===== src/rtl/block_looper_if.sv =====
// Handshake bundle for block_looper: grid config in, block offsets out,
// blkdone feedback and grid-complete handshake.
interface block_looper_if #(
   parameter int VDIM = 6,
   parameter int WBW  = 16
);
   logic                cfg_rdy;
   logic                cfg_ack;
   logic [VDIM*WBW-1:0] i_bgrid_step;
   logic [VDIM*WBW-1:0] i_bgrid_end;
   logic                bofs_rdy;
   logic                bofs_ack;
   logic [VDIM*WBW-1:0] o_bofs;
   logic                blkdone_dval;
   logic                done_rdy;
   logic                done_ack;

   modport master (
      output cfg_rdy, i_bgrid_step, i_bgrid_end, bofs_ack, blkdone_dval, done_ack,
      input  cfg_ack, bofs_rdy, o_bofs, done_rdy
   );

   modport slave (
      input  cfg_rdy, i_bgrid_step, i_bgrid_end, bofs_ack, blkdone_dval, done_ack,
      output cfg_ack, bofs_rdy, o_bofs, done_rdy
   );
endinterface


===== src/rtl/block_looper.sv =====
// Walks the block grid as an odometer (innermost dim VDIM-1), issuing one
// offset per handshake, throttled by blocks in flight, then drains to done.
module block_looper #(
   parameter int VDIM         = 6,
   parameter int WBW          = 16,
   parameter int MAX_INFLIGHT = 4,
   parameter int IF_BW        = $clog2(MAX_INFLIGHT + 1)
) (
   input  logic           i_clk,
   input  logic           i_rst,
   block_looper_if.slave  bl
);
   typedef enum logic [1:0] {IDLE, RUN, DRAIN, DONE} state_t;

   state_t                  state, state_nxt;
   logic [VDIM-1:0][WBW-1:0] step_q, end_q, bofs_q, bofs_nxt;
   logic [VDIM-1:0][WBW-1:0] cfg_step, cfg_end;
   logic [IF_BW-1:0]        inflight, inflight_nxt;
   logic [WBW:0]            sum;
   logic                    carry, last, empty, inc, dec, room;
   logic                    cfg_ack, bofs_rdy, done_rdy;

   assign cfg_step = bl.i_bgrid_step;
   assign cfg_end  = bl.i_bgrid_end;

   // Any zero lane means the grid holds no blocks at all.
   always_comb begin
      empty = 1'b0;
      for (int i = 0; i < VDIM; i++)
         if (cfg_step[i] == '0 || cfg_end[i] == '0) empty = 1'b1;
   end

   // Odometer step; the extra sum bit keeps lanes near the top of the range
   // from wrapping before the end compare.
   always_comb begin
      bofs_nxt = bofs_q;
      carry    = 1'b1;
      sum      = '0;
      for (int i = VDIM - 1; i >= 0; i--) begin
         sum = {1'b0, bofs_q[i]} + {1'b0, step_q[i]};
         if (carry) begin
            if (sum >= {1'b0, end_q[i]}) begin
               bofs_nxt[i] = '0;
            end else begin
               bofs_nxt[i] = sum[WBW-1:0];
               carry       = 1'b0;
            end
         end
      end
      last = carry;
   end

   assign room = (inflight < IF_BW'(MAX_INFLIGHT));
   assign inc  = (state == RUN) && room && bl.bofs_ack;
   assign dec  = bl.blkdone_dval && (inflight != '0);

   always_comb begin
      inflight_nxt = inflight;
      case ({inc, dec})
         2'b10:   inflight_nxt = inflight + IF_BW'(1);
         2'b01:   inflight_nxt = inflight - IF_BW'(1);
         default: inflight_nxt = inflight;
      endcase
   end

   always_comb begin
      state_nxt = state;
      cfg_ack   = 1'b0;
      bofs_rdy  = 1'b0;
      done_rdy  = 1'b0;
      case (state)
         IDLE: begin
            cfg_ack = bl.cfg_rdy;
            if (bl.cfg_rdy) state_nxt = empty ? DONE : RUN;
         end
         RUN: begin
            bofs_rdy = room;
            if (inc && last) state_nxt = DRAIN;
         end
         DRAIN: begin
            if (inflight_nxt == '0) state_nxt = DONE;
         end
         DONE: begin
            done_rdy = 1'b1;
            if (bl.done_ack) state_nxt = IDLE;
         end
         default: state_nxt = IDLE;
      endcase
   end

   always_ff @(posedge i_clk) begin
      if (i_rst) state <= IDLE;
      else       state <= state_nxt;
   end

   always_ff @(posedge i_clk) begin
      if (i_rst) begin
         step_q   <= '0;
         end_q    <= '0;
         bofs_q   <= '0;
         inflight <= '0;
      end else begin
         if (cfg_ack) begin
            step_q <= cfg_step;
            end_q  <= cfg_end;
            bofs_q <= '0;
         end else if (inc) begin
            bofs_q <= bofs_nxt;
         end
         inflight <= inflight_nxt;
      end
   end

   assign bl.cfg_ack  = cfg_ack;
   assign bl.bofs_rdy = bofs_rdy;
   assign bl.done_rdy = done_rdy;
   assign bl.o_bofs   = bofs_q;
endmodule

===== src/flat_wrapper.sv =====
// flat-port wrapper written by rule: the top's interface ports become plain ports
module block_looper_flat 
#(
   parameter int VDIM         = 6,
   parameter int WBW          = 16,
   parameter int MAX_INFLIGHT = 4,
   parameter int IF_BW        = $clog2(MAX_INFLIGHT + 1)
)
  (i_clk, i_rst, bl_cfg_rdy, bl_i_bgrid_step, bl_i_bgrid_end, bl_bofs_ack, bl_blkdone_dval, bl_done_ack, bl_cfg_ack, bl_bofs_rdy, bl_o_bofs, bl_done_rdy);
  block_looper_if #(.VDIM(VDIM), .WBW(WBW)) bl_i ();
  input  logic i_clk;
  input  logic i_rst;
  input wire logic [$bits(bl_i.cfg_rdy)-1:0] bl_cfg_rdy;
  input wire logic [$bits(bl_i.i_bgrid_step)-1:0] bl_i_bgrid_step;
  input wire logic [$bits(bl_i.i_bgrid_end)-1:0] bl_i_bgrid_end;
  input wire logic [$bits(bl_i.bofs_ack)-1:0] bl_bofs_ack;
  input wire logic [$bits(bl_i.blkdone_dval)-1:0] bl_blkdone_dval;
  input wire logic [$bits(bl_i.done_ack)-1:0] bl_done_ack;
  output wire logic [$bits(bl_i.cfg_ack)-1:0] bl_cfg_ack;
  output wire logic [$bits(bl_i.bofs_rdy)-1:0] bl_bofs_rdy;
  output wire logic [$bits(bl_i.o_bofs)-1:0] bl_o_bofs;
  output wire logic [$bits(bl_i.done_rdy)-1:0] bl_done_rdy;
  assign bl_i.cfg_rdy = bl_cfg_rdy;
  assign bl_i.i_bgrid_step = bl_i_bgrid_step;
  assign bl_i.i_bgrid_end = bl_i_bgrid_end;
  assign bl_i.bofs_ack = bl_bofs_ack;
  assign bl_i.blkdone_dval = bl_blkdone_dval;
  assign bl_i.done_ack = bl_done_ack;
  assign bl_cfg_ack = bl_i.cfg_ack;
  assign bl_bofs_rdy = bl_i.bofs_rdy;
  assign bl_o_bofs = bl_i.o_bofs;
  assign bl_done_rdy = bl_i.done_rdy;
  block_looper #(.VDIM(VDIM), .WBW(WBW), .MAX_INFLIGHT(MAX_INFLIGHT), .IF_BW(IF_BW)) u_core (.i_clk(i_clk), .i_rst(i_rst), .bl(bl_i));
endmodule

===== config.mk =====
export PLATFORM = sky130hd
export DESIGN_NAME = block_looper_flat
export DESIGN_NICKNAME = d
export VERILOG_FILES = /design/src/rtl/block_looper_if.sv /design/src/rtl/block_looper.sv /design/src/flat_wrapper.sv
export SDC_FILE = /design/constraint.sdc
export NUM_CORES = 1
export LEC_CHECK = 0
export ABC_CLOCK_PERIOD_IN_PS = 4210
export BUFFER_PORTS_ARGS = -buffer_cell sky130_fd_sc_hd__buf_2
export CAP_MARGIN = 20
export CORE_MARGIN = 1
export CORE_UTILIZATION = 25
export DETAILED_ROUTE_END_ITERATION = 8
export PLACE_DENSITY = 0.48
export SLEW_MARGIN = 20
export SYNTH_ARGS = -nofsm -noshare
export SYNTH_HDL_FRONTEND = slang
export SYNTH_SLANG_ARGS = --single-unit

===== constraint.sdc =====
create_clock -name i_clk -period 4.21 [get_ports i_clk]
set_input_delay 0.421 -clock i_clk [delete_from_list [all_inputs] [get_ports i_clk]]
set_output_delay 0.421 -clock i_clk [all_outputs]
set_load 0.01 [all_outputs]

======== After elaboration in Yosys (flattened, before gate mapping) ========
Index checks and enable logic that the tools add are counted.
storage, ports and cells
  bits in registers ....................... 293
  input port bits ......................... 198
  output and inout port bits .............. 99
cells by class
  add/sub/neg operators ................... 8
  $lt $le $gt $ge ......................... 7
  equal/unequal tests ..................... 9
  mux-type cells .......................... 33
  reduce and logical (&&, ||, !) cells .... 32
operators with widths
  operator                                                                  count
  16-bit logical NOT                                                        12
  16-bit by 16-bit adder with 17-bit output                                 6
  17-bit by 16-bit >= comparator with 1-bit output                          6
  16-bit two-way mux                                                        6
  1-bit two-way mux                                                         20
  2-bit two-way mux                                                         5
  2-bit AND reduction                                                       5
  2-bit case mux with 4 select lines                                        1
  2-bit equality test (second input constant)                               3
  1-bit logical OR                                                          6
  2-bit inequality test (second input constant)                             3
  3-bit case mux with 2 select lines                                        1
  2-bit by 1-bit equality test with 1-bit output (second input constant)    2
  1-bit logical AND                                                         4
  4-bit AND reduction                                                       1
  3-bit by 1-bit adder with 3-bit output (second input constant)            1
  3-bit logical NOT                                                         1
  3-bit < comparator (second input constant)                                1
  3-bit nonzero test                                                        1
  3-bit by 1-bit subtractor with 3-bit output (second input constant)       1
  2-bit logical NOT                                                         1
  2-bit by 1-bit inequality test with 1-bit output (second input constant)  1
  2-bit OR reduction                                                        1

======== Depth between registers and ports, before layout ========
  depth after elaboration ................. 11
  depth in mapped cells ................... 22
  depth with buffers taken out ............ 19

======== Worst setup path after synthesis ========
No wires, ideal clock.
  path kind ............................... register -> register
  from .................................... reg u_core.bofs_q (netlist bit u_core.bl.o_bofs[49])
  to ...................................... reg u_core.state[1]
  arrival ................................. 4.205 ns
  required time ........................... 4.087 ns
  slack ................................... -0.118 ns
  cell stages (with the launch flop) ...... 16
  buffers on the path ..................... 0
  period minus slack after synthesis ...... 4.328 ns
  path through ............................ dfxtp_1 ha_1 a211o_1 a211oi_1 o31ai_1 o41ai_2 o21ai_1 o41a_1 xor2_1 ha_1 nand3_1 nor4_1 a21boi_4 a211o_4 o32ai_2 mux2_1
between the ends
  cells in the longest elaborated chain, start to end .. 10
ends and longest elaborated chain
  element                                           line                 RTL
  from (decl)                                       block_looper.sv:16   logic [VDIM-1:0][WBW-1:0] step_q, end_q, bofs_q, bofs_nxt;
  from (signal assigned)                            block_looper.sv:108  bofs_q <= bofs_nxt;
  16-bit by 16-bit adder with 17-bit output         block_looper.sv:40   sum = {1'b0, bofs_q[i]} + {1'b0, step_q[i]};
  17-bit by 16-bit >= comparator with 1-bit output  block_looper.sv:42   if (sum >= {1'b0, end_q[i]}) begin
  1-bit two-way mux                                 block_looper.sv:42
  1-bit two-way mux (4 in a row)                    block_looper.sv:41   if (carry) begin
  1-bit logical AND                                 block_looper.sv:78   if (inc && last) state_nxt = DRAIN;
  2-bit inequality test (no source line)            n/a
  4-bit AND reduction (no source line)              n/a
  to (signal assigned)                              block_looper.sv:93   else state <= state_nxt;
  to (decl)                                         block_looper.sv:15   state_t state, state_nxt;
No other way between the ends.
A chain may end at the register's enable or synchronous reset.

======== Worst setup path in the final report ========
  from .................................... reg u_core.bofs_q (netlist bit u_core.bl.o_bofs[49])
  to ...................................... reg u_core.bofs_q (netlist bit u_core.bl.o_bofs[11])
between the ends
  cells in the longest elaborated chain, start to end .. 7
ends and longest elaborated chain
  element                                           line
  16-bit by 16-bit adder with 17-bit output         block_looper.sv:40
  17-bit by 16-bit >= comparator with 1-bit output  block_looper.sv:42
  1-bit two-way mux                                 block_looper.sv:42
  1-bit two-way mux (3 in a row)                    block_looper.sv:41
  2-bit AND reduction (no source line)              n/a
No other way between the ends.

==> reports/metrics.yaml <==
timing:
  fmax_mhz: 219
  grt_setup_unrepaired: "yes"
  finalCritPeriodShare_pct: 108
  skew_ps: 32.1
  period_needed_ps: 4570
  setup_tns_ps: -18130
  hold_viol: 0
  drv_slew: 0
  hold_ws_ps: 115
  setup_slack_ps: -357
  worst_slew_pin_slew_ps: 1010
  finalSetupViolations: 76
  relSlewSlack_pct: 32.5
worst_setup_path:
  crit_path_cell_trace: "ha_4 > a211o_1 > a211oi_2 > o31ai_2 > o41ai_2 > o21ai_1 > o41a_1 > xor2_2 > ha_1 > nand3_2 > o311a_1 > a21boi_4 > a211o_4 > or4_1 > a21oi_2"
  startpoint_type: "flip-flop"
  setup.worst_path.start: "u_core.bl.o_bofs[49]"
  cp.required_ps: 4690
  max_stage_delay_ps: 550
  crit_arrival_ps: 5040
  worstSetupPathType: "reg2reg"
  timing.rr.start: "u_core.bl.o_bofs[49]"
  cp-end-kind: "flip-flop"
  crit_slowest_cell: "or4_1"
  cp_max_fo: 5
floorplanning:
  ios: 297
  dieArea_mm2: 0.0721
  design.core.area_mm2: 0.0701
  initial_utilization_pct: 25.3
  die_h_um: 269
  fp.dieW_um: 269
  rows: 97
logic_synthesis:
  async_flop_share_pct: 0
  synth_area_leaders: "dfxtp_1, ha_1, nand2_1, a21oi_1, inv_1"
  yosys.area.top_type: "dfxtp_1"
  ys_warn_count: 0
  ys_top_cells_by_count: "nand2_1, a21oi_1, dfxtp_1, ha_1, inv_1"
  synth_top_area_share_pct: 33.0
  synth.yosys.seq_area_share_pct: 33.0
  avgSynthCellArea_um2: 7.85
  syn_area_mm2: 0.0178
  yosysMostFrequentCell: "nand2_1"
  synth_edf_count: 0
  netlist_instances: 2263
  synth_nets: 2666
  ys_seq_elements: 293
  ys.flop_type: "dfxtp_1"
  yosys.cell_types.count: 91
drt:
  postRouteAntennaNets: 0
  num_vias: 18100
  vias_per_cell: 4.90
  drc: 0
  wl_per_cell_um: 17.6
  drtIter0Drc: 985
  wirelength_mm: 64.9
  dr.pass1.iters: 5
placed_design:
  hpwl_mm: 48.7
  preCtsSetupSlack_ps: -307
  port_buffers: 296
  place_congestion: 0.858
run_status:
  violations: "setup timing"
  status: "finished with violations"
clocking:
  cts_root_buf: "clkbuf_16"
  cts_hold_buf: 0
  cts_tree: "built"
  cts_num_sinks: 293
  clockBufferDepth: 3
  numCtsBuffers: 39
  cts_max_level: 2
  clk-insertion-delay-late_ps: 560
  clk_pin_slew_ps: 60
finish:
  syn_to_final_growth_pct: 35.6
  nNetsFinal: 3128
  fillers: 7487
  final_layout_size_suffix_gt1_share_pct: 27.1
power_and_ir_drop:
  ir_drop_mv: 0.257
  internal-power_mw: 7.07
  pwr-share-seq_pct: 29.1
  power_switching_mw: 4.31
  p_comb_share_pct: 40.2
  clkPwrFrac_pct: 30.7
  p_per_area_mw_per_mm2: 472
  swShare_pct: 37.9
  cellLeakagePower_nw: 10.5
global_route:
  grt_overflow: 0
  track_usage_pct: 17.6
  grt_start_max_net_pins: 88
  grt_pass1_vias: 17700
  antenna_found_initial: 5
  grt_pass1_wl_mm: 99.1
flow_run:
  timing.max_cap.violations: 0
min_path:
  min_path_type: "in2reg"
  hold_start: "bl_i_bgrid_step[20]"
==> final cells by class <==
cell class	instances	area [um^2]	share of cell area, %
multi-input cells	1738	11700	48.4
repair buffers	527	3560	14.8
diodes	2	5.00	0.0208
flip-flops and latches	293	5880	24.4
well taps	940	1180	4.88
clock buffers	51	1080	4.49
inverters	126	478	1.98
clock inverters	17	253	1.05
==> sequential cells by signal (all words and copies together), names as in the netlist <==
register / cells
u_core.state: 2
u_core.end_q: 96
u_core.bl.o_bofs: 96
u_core.inflight: 3
u_core.step_q: 96
==> logic make-up (layout without fill, tap and decap cells) <==
kind of cell    Yosys count  in the layout  synth area share, %
compound gates          619            621                 21.7
xor+xnor                 70             70                 3.45
fa+ha+maj               205            205                 14.7
buf+inv                 234            721                 5.49
flops                   293            293                 33.0
mux                       2              2                0.120
other cells               0              2                    0
simple gates            840            840                 21.5
==> power by group through the flow <==
stage / Clock [mW] / Sequential, mW / Combinational, mW
after floorplan: 0 / 3.29 / 2.57
after global placement: 0 / 3.36 / 4.04
after detailed placement: 0 / 3.36 / 4.10
after CTS: 3.60 / 3.31 / 4.46
after global routing: 3.72 / 3.35 / 5.05
final: 3.50 / 3.31 / 4.58
==> cell usage in the layout, fill, tap and decap left out, types with 17 or more instances in the layout <==
master     count
nand3_1       32
clkbuf_16     40
xor2_1        22
inv_1        125
buf_12        20
nor3_1        27
o21ai_1       22
nand2_1      466
a211oi_1      17
buf_4        198
ha_1         193
o21ai_0       50
nand4_1       56
xnor2_1       45
nor4_1        50
a21oi_1      302
buf_2        295
dfxtp_1      283
a21o_1        34
o21a_1        17
nor2_1       100
a21oi_2       24
==> worst max-delay path, delay by kind of cell, from the launching register on <==
| family | cells | cell delay [ps] |
|---|---|---|
| fa+ha+maj | 2 | 550 |
| simple gates | 2 | 680 |
| compound gates | 10 | 2750 |
| xor+xnor | 1 | 170 |
| flops | 1 | 350 |
==> metal layers <==
| layer | share of wire [%] | vias up | wire length, um | GRT usage (%) |
|---|---|---|---|---|
| li1 | - | 8954 | - | - |
| met1 | 46 | 8530 | 29800 | 23.2 |
| met2 | 46 | 499 | 29700 | 29.0 |
| met3 | 5.8 | 98 | 3780 | 3.24 |
| met4 | 2.4 | 4 | 1560 | 4.93 |
| met5 | 0.025 | - | 16 | 0 |
==> per-stage QoR <==
step,utilization (%),cells,power (mW),instance area (um^2)
after floorplan,-,2263,5.86,17800
after global placement,30.8,3586,7.40,21600
after detailed placement,30.8,3586,7.46,21600
after CTS,33.8,3685,11.4,23700
after global routing,34.4,3693,12.1,24100
final,34.4,3694,11.4,24100
==> path summary, 6_finish.rpt <==
| check | to | slack [ps] | depth (start not counted) |
|---|---|---|---|
| max | u_core.bl.o_bofs[11] | -360 | 15 |
| min | u_core.step_q[20] | 120 | 3 |
| max reg2reg | u_core.bl.o_bofs[11] | -360 | 15 |
| min reg2reg | u_core.end_q[6] | 450 | 2 |
==> what timing repair did <==
item,CTS,global route
endpoints found under the setup margin,82,98
setup buffers,22,14
pin swaps,44,55
resized for setup,73,96
gates cloned,9,2
(Power assumes the default switching activity.)
